### config.mk
export PLATFORM = sky130hd
export DESIGN_NAME = freq_topk_tracker
export DESIGN_NICKNAME = d
export VERILOG_FILES = /design/src/rtl/freq_topk_tracker.sv
export SDC_FILE = /design/constraint.sdc
export NUM_CORES = 1
export LEC_CHECK = 0
export CAP_MARGIN = 40
export CORE_UTILIZATION = 60
export CTS_BUF_LIST = sky130_fd_sc_hd__clkbuf_8
export DETAILED_ROUTE_END_ITERATION = 7
export GPL_ROUTABILITY_DRIVEN = 0
export HOLD_SLACK_MARGIN = 0.05
export PLACE_DENSITY = 0.76
export SLEW_MARGIN = 20
export SYNTH_ARGS = -nofsm -noshare
export SYNTH_HDL_FRONTEND = slang
export SYNTH_SLANG_ARGS = --single-unit
export TNS_END_PERCENT = 10
### constraint.sdc
create_clock -name clk -period 13.1 [get_ports clk]
set_input_delay 3.93 -clock clk [delete_from_list [all_inputs] [get_ports clk]]
set_output_delay 3.93 -clock clk [all_outputs]
set_load 0.01 [all_outputs]
### src/rtl/freq_topk_tracker.sv
// freq_topk_tracker: histograms LENGTH-sample frames, then scans one bin per cycle
// to publish the NUM_TOP most frequent values. Define FTK_FRAME_WRITE_EN for the frame-RAM echo port.

// One result slot of the shadow top-K list. A bin that beats this slot takes its
// place unless a slot above already took it, in which case the slot above shifts down here.
module ftk_slot #(
  parameter int DW = 4,
  parameter int CW = 7
) (
  input  logic [CW-1:0] bin_cnt,
  input  logic [DW-1:0] bin_val,
  input  logic [CW-1:0] own_cnt,
  input  logic [DW-1:0] own_val,
  input  logic [CW-1:0] up_cnt,
  input  logic [DW-1:0] up_val,
  input  logic          up_gt,
  output logic [CW-1:0] new_cnt,
  output logic [DW-1:0] new_val
);
  always_comb begin
    new_cnt = own_cnt;
    new_val = own_val;
    if (up_gt) begin
      new_cnt = up_cnt;
      new_val = up_val;
    end else if (bin_cnt > own_cnt) begin
      new_cnt = bin_cnt;
      new_val = bin_val;
    end
  end
endmodule

module freq_topk_tracker #(
  parameter int DATA_SIZE   = 4,
  parameter int DATA_NUM    = 16,
  parameter int LENGTH      = 64,
  parameter int LENGTH_SIZE = 6,
  parameter int NUM_TOP     = 3
) (
  input  logic                                 clk,
  input  logic                                 rst,
  input  logic                                 Collect,
  input  logic                                 Valid,
  input  logic [DATA_SIZE-1:0]                 Data,
  output logic                                 Ready,
  output logic                                 Overrun,
  output logic                                 SortValid,
  output logic [NUM_TOP*DATA_SIZE-1:0]         MaxData,
  output logic [NUM_TOP*(LENGTH_SIZE+1)-1:0]   MaxCount,
  output logic                                 FramEn,
  output logic [LENGTH_SIZE-1:0]               FramAdd,
  output logic [DATA_SIZE-1:0]                 FramData
);
  localparam int COUNT_W = LENGTH_SIZE + 1;

  typedef enum logic {COLLECT, SCAN} state_t;

  state_t                                  state_q, state_d;
  logic [DATA_NUM-1:0][COUNT_W-1:0]        hist_q, hist_d;
  logic [LENGTH_SIZE-1:0]                  idx_q, idx_d;
  logic [DATA_SIZE-1:0]                    scan_q, scan_d;
  logic [NUM_TOP-1:0][COUNT_W-1:0]         sh_cnt_q, sh_cnt_d;
  logic [NUM_TOP-1:0][DATA_SIZE-1:0]       sh_val_q, sh_val_d;
  logic [NUM_TOP-1:0][COUNT_W-1:0]         max_cnt_q, max_cnt_d;
  logic [NUM_TOP-1:0][DATA_SIZE-1:0]       max_val_q, max_val_d;
  logic                                    overrun_q, overrun_d;
  logic                                    sort_valid_q, sort_valid_d;
  logic [NUM_TOP-1:0][COUNT_W-1:0]         ins_cnt;
  logic [NUM_TOP-1:0][DATA_SIZE-1:0]       ins_val;
  logic [COUNT_W-1:0]                      bin_cnt;
  logic                                    accept;

  assign bin_cnt = hist_q[scan_q];
  assign accept  = Valid & Ready;

  // Insertion network: shadow list stays sorted non-increasing, so the
  // "strictly greater" flags are monotonic down the slots.
  for (genvar k = 0; k < NUM_TOP; k++) begin : g_slot
    logic [COUNT_W-1:0]   up_cnt;
    logic [DATA_SIZE-1:0] up_val;
    logic                 up_gt;
    if (k == 0) begin : g_head
      assign up_cnt = '0;
      assign up_val = '0;
      assign up_gt  = 1'b0;
    end else begin : g_tail
      assign up_cnt = sh_cnt_q[k-1];
      assign up_val = sh_val_q[k-1];
      assign up_gt  = bin_cnt > sh_cnt_q[k-1];
    end
    ftk_slot #(.DW(DATA_SIZE), .CW(COUNT_W)) u_slot (
      .bin_cnt (bin_cnt),
      .bin_val (scan_q),
      .own_cnt (sh_cnt_q[k]),
      .own_val (sh_val_q[k]),
      .up_cnt  (up_cnt),
      .up_val  (up_val),
      .up_gt   (up_gt),
      .new_cnt (ins_cnt[k]),
      .new_val (ins_val[k])
    );
  end

  always_comb begin
    state_d      = state_q;
    hist_d       = hist_q;
    idx_d        = idx_q;
    scan_d       = scan_q;
    sh_cnt_d     = sh_cnt_q;
    sh_val_d     = sh_val_q;
    max_cnt_d    = max_cnt_q;
    max_val_d    = max_val_q;
    sort_valid_d = 1'b0;
    Ready        = (state_q == COLLECT) & Collect & ~rst;
    overrun_d    = overrun_q | (Valid & Collect & ~Ready);
    case (state_q)
      COLLECT: begin
        if (accept) begin
          hist_d[Data] = hist_q[Data] + COUNT_W'(1);
          if (idx_q == LENGTH_SIZE'(LENGTH - 1)) begin
            state_d = SCAN;
            scan_d  = '0;
          end else begin
            idx_d = idx_q + LENGTH_SIZE'(1);
          end
        end
      end
      SCAN: begin
        hist_d[scan_q] = '0;
        sh_cnt_d       = ins_cnt;
        sh_val_d       = ins_val;
        scan_d         = scan_q + DATA_SIZE'(1);
        if (scan_q == DATA_SIZE'(DATA_NUM - 1)) begin
          max_cnt_d    = ins_cnt;
          max_val_d    = ins_val;
          sort_valid_d = 1'b1;
          sh_cnt_d     = '0;
          sh_val_d     = '0;
          idx_d        = '0;
          scan_d       = '0;
          state_d      = COLLECT;
        end
      end
      default: state_d = COLLECT;
    endcase
  end

  always_ff @(posedge clk or posedge rst) begin
    if (rst) begin
      state_q      <= COLLECT;
      hist_q       <= '0;
      idx_q        <= '0;
      scan_q       <= '0;
      sh_cnt_q     <= '0;
      sh_val_q     <= '0;
      max_cnt_q    <= '0;
      max_val_q    <= '0;
      overrun_q    <= 1'b0;
      sort_valid_q <= 1'b0;
    end else begin
      state_q      <= state_d;
      hist_q       <= hist_d;
      idx_q        <= idx_d;
      scan_q       <= scan_d;
      sh_cnt_q     <= sh_cnt_d;
      sh_val_q     <= sh_val_d;
      max_cnt_q    <= max_cnt_d;
      max_val_q    <= max_val_d;
      overrun_q    <= overrun_d;
      sort_valid_q <= sort_valid_d;
    end
  end

  assign Overrun   = overrun_q;
  assign SortValid = sort_valid_q;
  assign MaxData   = max_val_q;
  assign MaxCount  = max_cnt_q;

`ifdef FTK_FRAME_WRITE_EN
  logic                   fram_en_q, fram_en_d;
  logic [LENGTH_SIZE-1:0] fram_add_q, fram_add_d;
  logic [DATA_SIZE-1:0]   fram_data_q, fram_data_d;

  // Address/data hold between strobes; only FramEn marks a write.
  always_comb begin
    fram_en_d   = accept;
    fram_add_d  = accept ? idx_q : fram_add_q;
    fram_data_d = accept ? Data  : fram_data_q;
  end

  always_ff @(posedge clk or posedge rst) begin
    if (rst) begin
      fram_en_q   <= 1'b0;
      fram_add_q  <= '0;
      fram_data_q <= '0;
    end else begin
      fram_en_q   <= fram_en_d;
      fram_add_q  <= fram_add_d;
      fram_data_q <= fram_data_d;
    end
  end

  assign FramEn   = fram_en_q;
  assign FramAdd  = fram_add_q;
  assign FramData = fram_data_q;
`else
  assign FramEn   = 1'b0;
  assign FramAdd  = '0;
  assign FramData = '0;
`endif
endmodule

==> impl_results.md <==
* Synth Register Bits at around 190
* Proportion of power drawn by combinational gates at roughly 19%
* Number of global-route vias before repair at 8325
* Kind of critical path: input port to output pin
* Clock Pin Slew Worst Setup and Hold Paths at roughly 0.1 ns
* R2R cell count at 12
* IO Count at 55
* IO buf count at 43
* CP max FO at 3
* Detailed Route Iter0 Violations at roughly 790
* Synth unique cells at between 70 and 80
* Setup crit end kind: output pin
* Post-CTS setup buffer count at 0
* PwrDens at around 110 nW/um^2
* Clock Latency Late Sink at 0.48 ns
* Total CTS buffers at 17
* Max_slew headroom at a little over two fifths
* Min cycle time layout at about 9 ns
* Routed length per instance at approximately 23 um
* CTS H-tree depth at 4
* DRT Pass-1 Iters at 5
* First-pass GRT wire length at roughly 45000 um
* Number of hold buffers added after cts at 0
* Worst-Margin Slew at between 0.8 and 0.9 ns
* Row cnt at 48
* Ys Warns at 0
* Die area at between 15000 and 20000 um^2
* Static Leak at 4.807 nW
* Total congestion overflow at 0
* Yosys top cell area share at a little under half
* Top flip-flop cell by instance count after synthesis: dfrtp_1
* Sw Pwr at ~0.4 mW
* RSZ-0062 raised after global routing: false
* Largest net degree at the start of global routing at 108
* Post-synth EDFFs at 0
* Final Max Tran Viols at 0
* Chip Width at 135.0 um
* Maximum clock frequency at 0.1078 GHz
* WP data arrival at 5.34 ns
* Final setup vio count at 0
* Asr flop ratio synth at 100.0%
* Core Area at between 15000 and 20000 um^2
* Register area share after synthesis at between 40 and 50%
* DRC at 0
* Fin. Hold Viols at 0
* Post-Syn Area per Cell at 10.78 um^2
* Vias at 8307
* Vias/cell at ~6.7
* Clk sinks at 191
* Clock Tree Root: clkbuf_8
* CP Data Required Time at ~9.2 ns
* Cell Area, Placed at about 11000 um^2
* Sequential power share at between 50 and 60%
* Setup ws final at about 3.8 ns
* Worst slack, placed at around 3.8 ns
* Clk pwr share at about 31%
* Fill count at around 1400
* CTS tree: yes
* # diodes at 0
* Worst hold path cell count at 1
* P&R area growth vs syn at 8.643%
* Internal power at 0.9181 mW
* Worst min-delay path class: flop to flop
* Initial antenna violation count at 0
* Fin Setup TNS at 0 ns
* Height of the chip at about 130 um
* Routed WL at about 28000 um
* Post-cts sizing count at 0
* Flop2flop setup slack at 8.22 ns
* CTS Buffer Depth at 2
* Share of layout cells above drive strength 1 at 14.53%
* Final antenna-violating net count at 0
* Worst Setup Start Kind: input port
* Post-detail-place hpwl at roughly 19000 um
* Synthesized instance count at approximately 980
* Gr usage total at ~34%
* Sw Share at 30.33%
* Status: completed
* Nets at slightly above 1000
* Final period util at 70.80%
* Mapped cell area at approximately 11000 um^2
* Fin Clk Skew at roughly 0.015 ns
* Top cells by area, synth: dfrtp_1, mux4_2, nand2_1
* Top post-synthesis cells by count: dfrtp_1, nand2_1, nand3_1
* Cell taking the most area after synthesis: dfrtp_1
* Initial core utilization at around three fifths
* Final instance area at between 10000 and 15000 um^2
* Max-Cap Viols at 0
* VDD IR-drop max at 90.55 uV
* Top-count cell post-synth: dfrtp_1
-- area by class of cell --
class,count,area (um^2),share of cell area [%]
Sequential cell,191,4781,41.47
Clock inverter,14,151.4,1.313
Clock buffer,18,247.7,2.149
Timing Repair Buffer,63,610.6,5.296
Multi-Input combinational cell,688,5306,46.03
Inverter,38,150.1,1.302
Tap cell,225,281.5,2.442
-- flip-flops by register name (all words and copies together), names as in the netlist --
register and count:
Overrun 1, state_q 1, sh_cnt_q 7, MaxCount 21
g_slot.up_cnt 14, idx_q 6, MaxData 12, g_slot.up_val 8
scan_q 4, hist_q 112, SortValid 1, sh_val_q 4
-- cells in the final DEF, fill, tap and decap left out, types with 4 or more instances in the layout --
master | netlist | layout
dfrtp_1 | 191 | 190
nand2_1 | 113 | 113
nand3_1 | 69 | 69
mux4_2 | 61 | 61
o21ai_1 | 58 | 58
nor2_1 | 53 | 53
o21ai_0 | 47 | 47
clkdlybuf4s50_1 | 0 | 42
inv_1 | 35 | 37
ha_1 | 27 | 27
clkbuf_8 | 0 | 18
mux2i_1 | 17 | 17
buf_4 | 14 | 17
a22o_1 | 16 | 16
a211oi_1 | 15 | 15
o31ai_1 | 14 | 14
a21oi_1 | 13 | 13
a31oi_1 | 13 | 13
o32ai_1 | 12 | 12
a22oi_1 | 11 | 11
o22ai_1 | 11 | 11
conb_1 | 1 | 11
o21ai_2 | 10 | 10
o21a_1 | 9 | 9
nor2b_1 | 8 | 8
and2_1 | 7 | 7
nor3_1 | 7 | 7
nand4_1 | 6 | 6
a21o_1 | 6 | 6
mux2_2 | 6 | 6
and3_1 | 5 | 5
a221oi_1 | 5 | 5
clkinv_2 | 0 | 5
a32o_1 | 4 | 4
o22a_1 | 4 | 4
xor2_1 | 4 | 4
-- power by group through the flow --
stage               combinational (mW)  sequential [mW]  clock, mW
floorplan                        0.192            0.659          0
global placement                 0.239            0.667          0
detailed placement               0.247            0.670          0
CTS                              0.248            0.659      0.404
global route                     0.276            0.665      0.429
finish                           0.254            0.660      0.404
-- cell families after synthesis --
family / count (synthesis) / synth area share (%)
other: 1 / 0.03534
buffers and inverters: 115 / 5.306
AND/OR/NAND/NOR: 289 / 12.58
flip-flops: 191 / 45.04
adder cells (fa/ha/maj): 27 / 3.184
multiplexers: 88 / 16.00
XOR/XNOR: 9 / 1.132
AO/OA/AOI/OAI: 264 / 16.72
-- final timing paths --
check / startpoint / to
worst max-delay path: rst / Ready
worst min-delay path: Overrun$_DFF_PP0_ / Overrun$_DFF_PP0_
worst max register to register: scan_q[0]$_DFFE_PP0P_ / g_slot[2].up_cnt[3]$_DFFE_PP0P_
worst min register to register: Overrun$_DFF_PP0_ / Overrun$_DFF_PP0_
max in group asynchronous: rst / hist_q[93]$_DFFE_PP0P_
min in group asynchronous: rst / idx_q[2]$_DFFE_PP0P_
-- critical path: stages --
cell and delay [ns]:
clkdlybuf4s50_1 0.53, nor3b_1 0.29, clkdlybuf4s50_1 0.59
-- per-layer routing --
metal	global-route usage, %	part of all wire, %	vias to the layer above
li1	-	-	3664
met1	43.78	39	4124
met2	53.95	49	435
met3	5.818	7.4	84
met4	18.16	4.5	0
met5	0	0	-
-- per-stage QoR --
step	hold WS, ns	util (%)	power [mW]	instances
5_1_grt	0.5171	66.65	1.370	1237
6_report	0.4899	66.65	1.318	1237
2_1_floorplan	0.4582	-	0.8508	994
4_1_cts	0.4933	66.57	1.310	1236
3_5_place_dp	0.4722	64.26	0.9167	1204
3_3_place_gp	0.4649	63.97	0.9062	1201
Power figures use the tool's default switching activity.
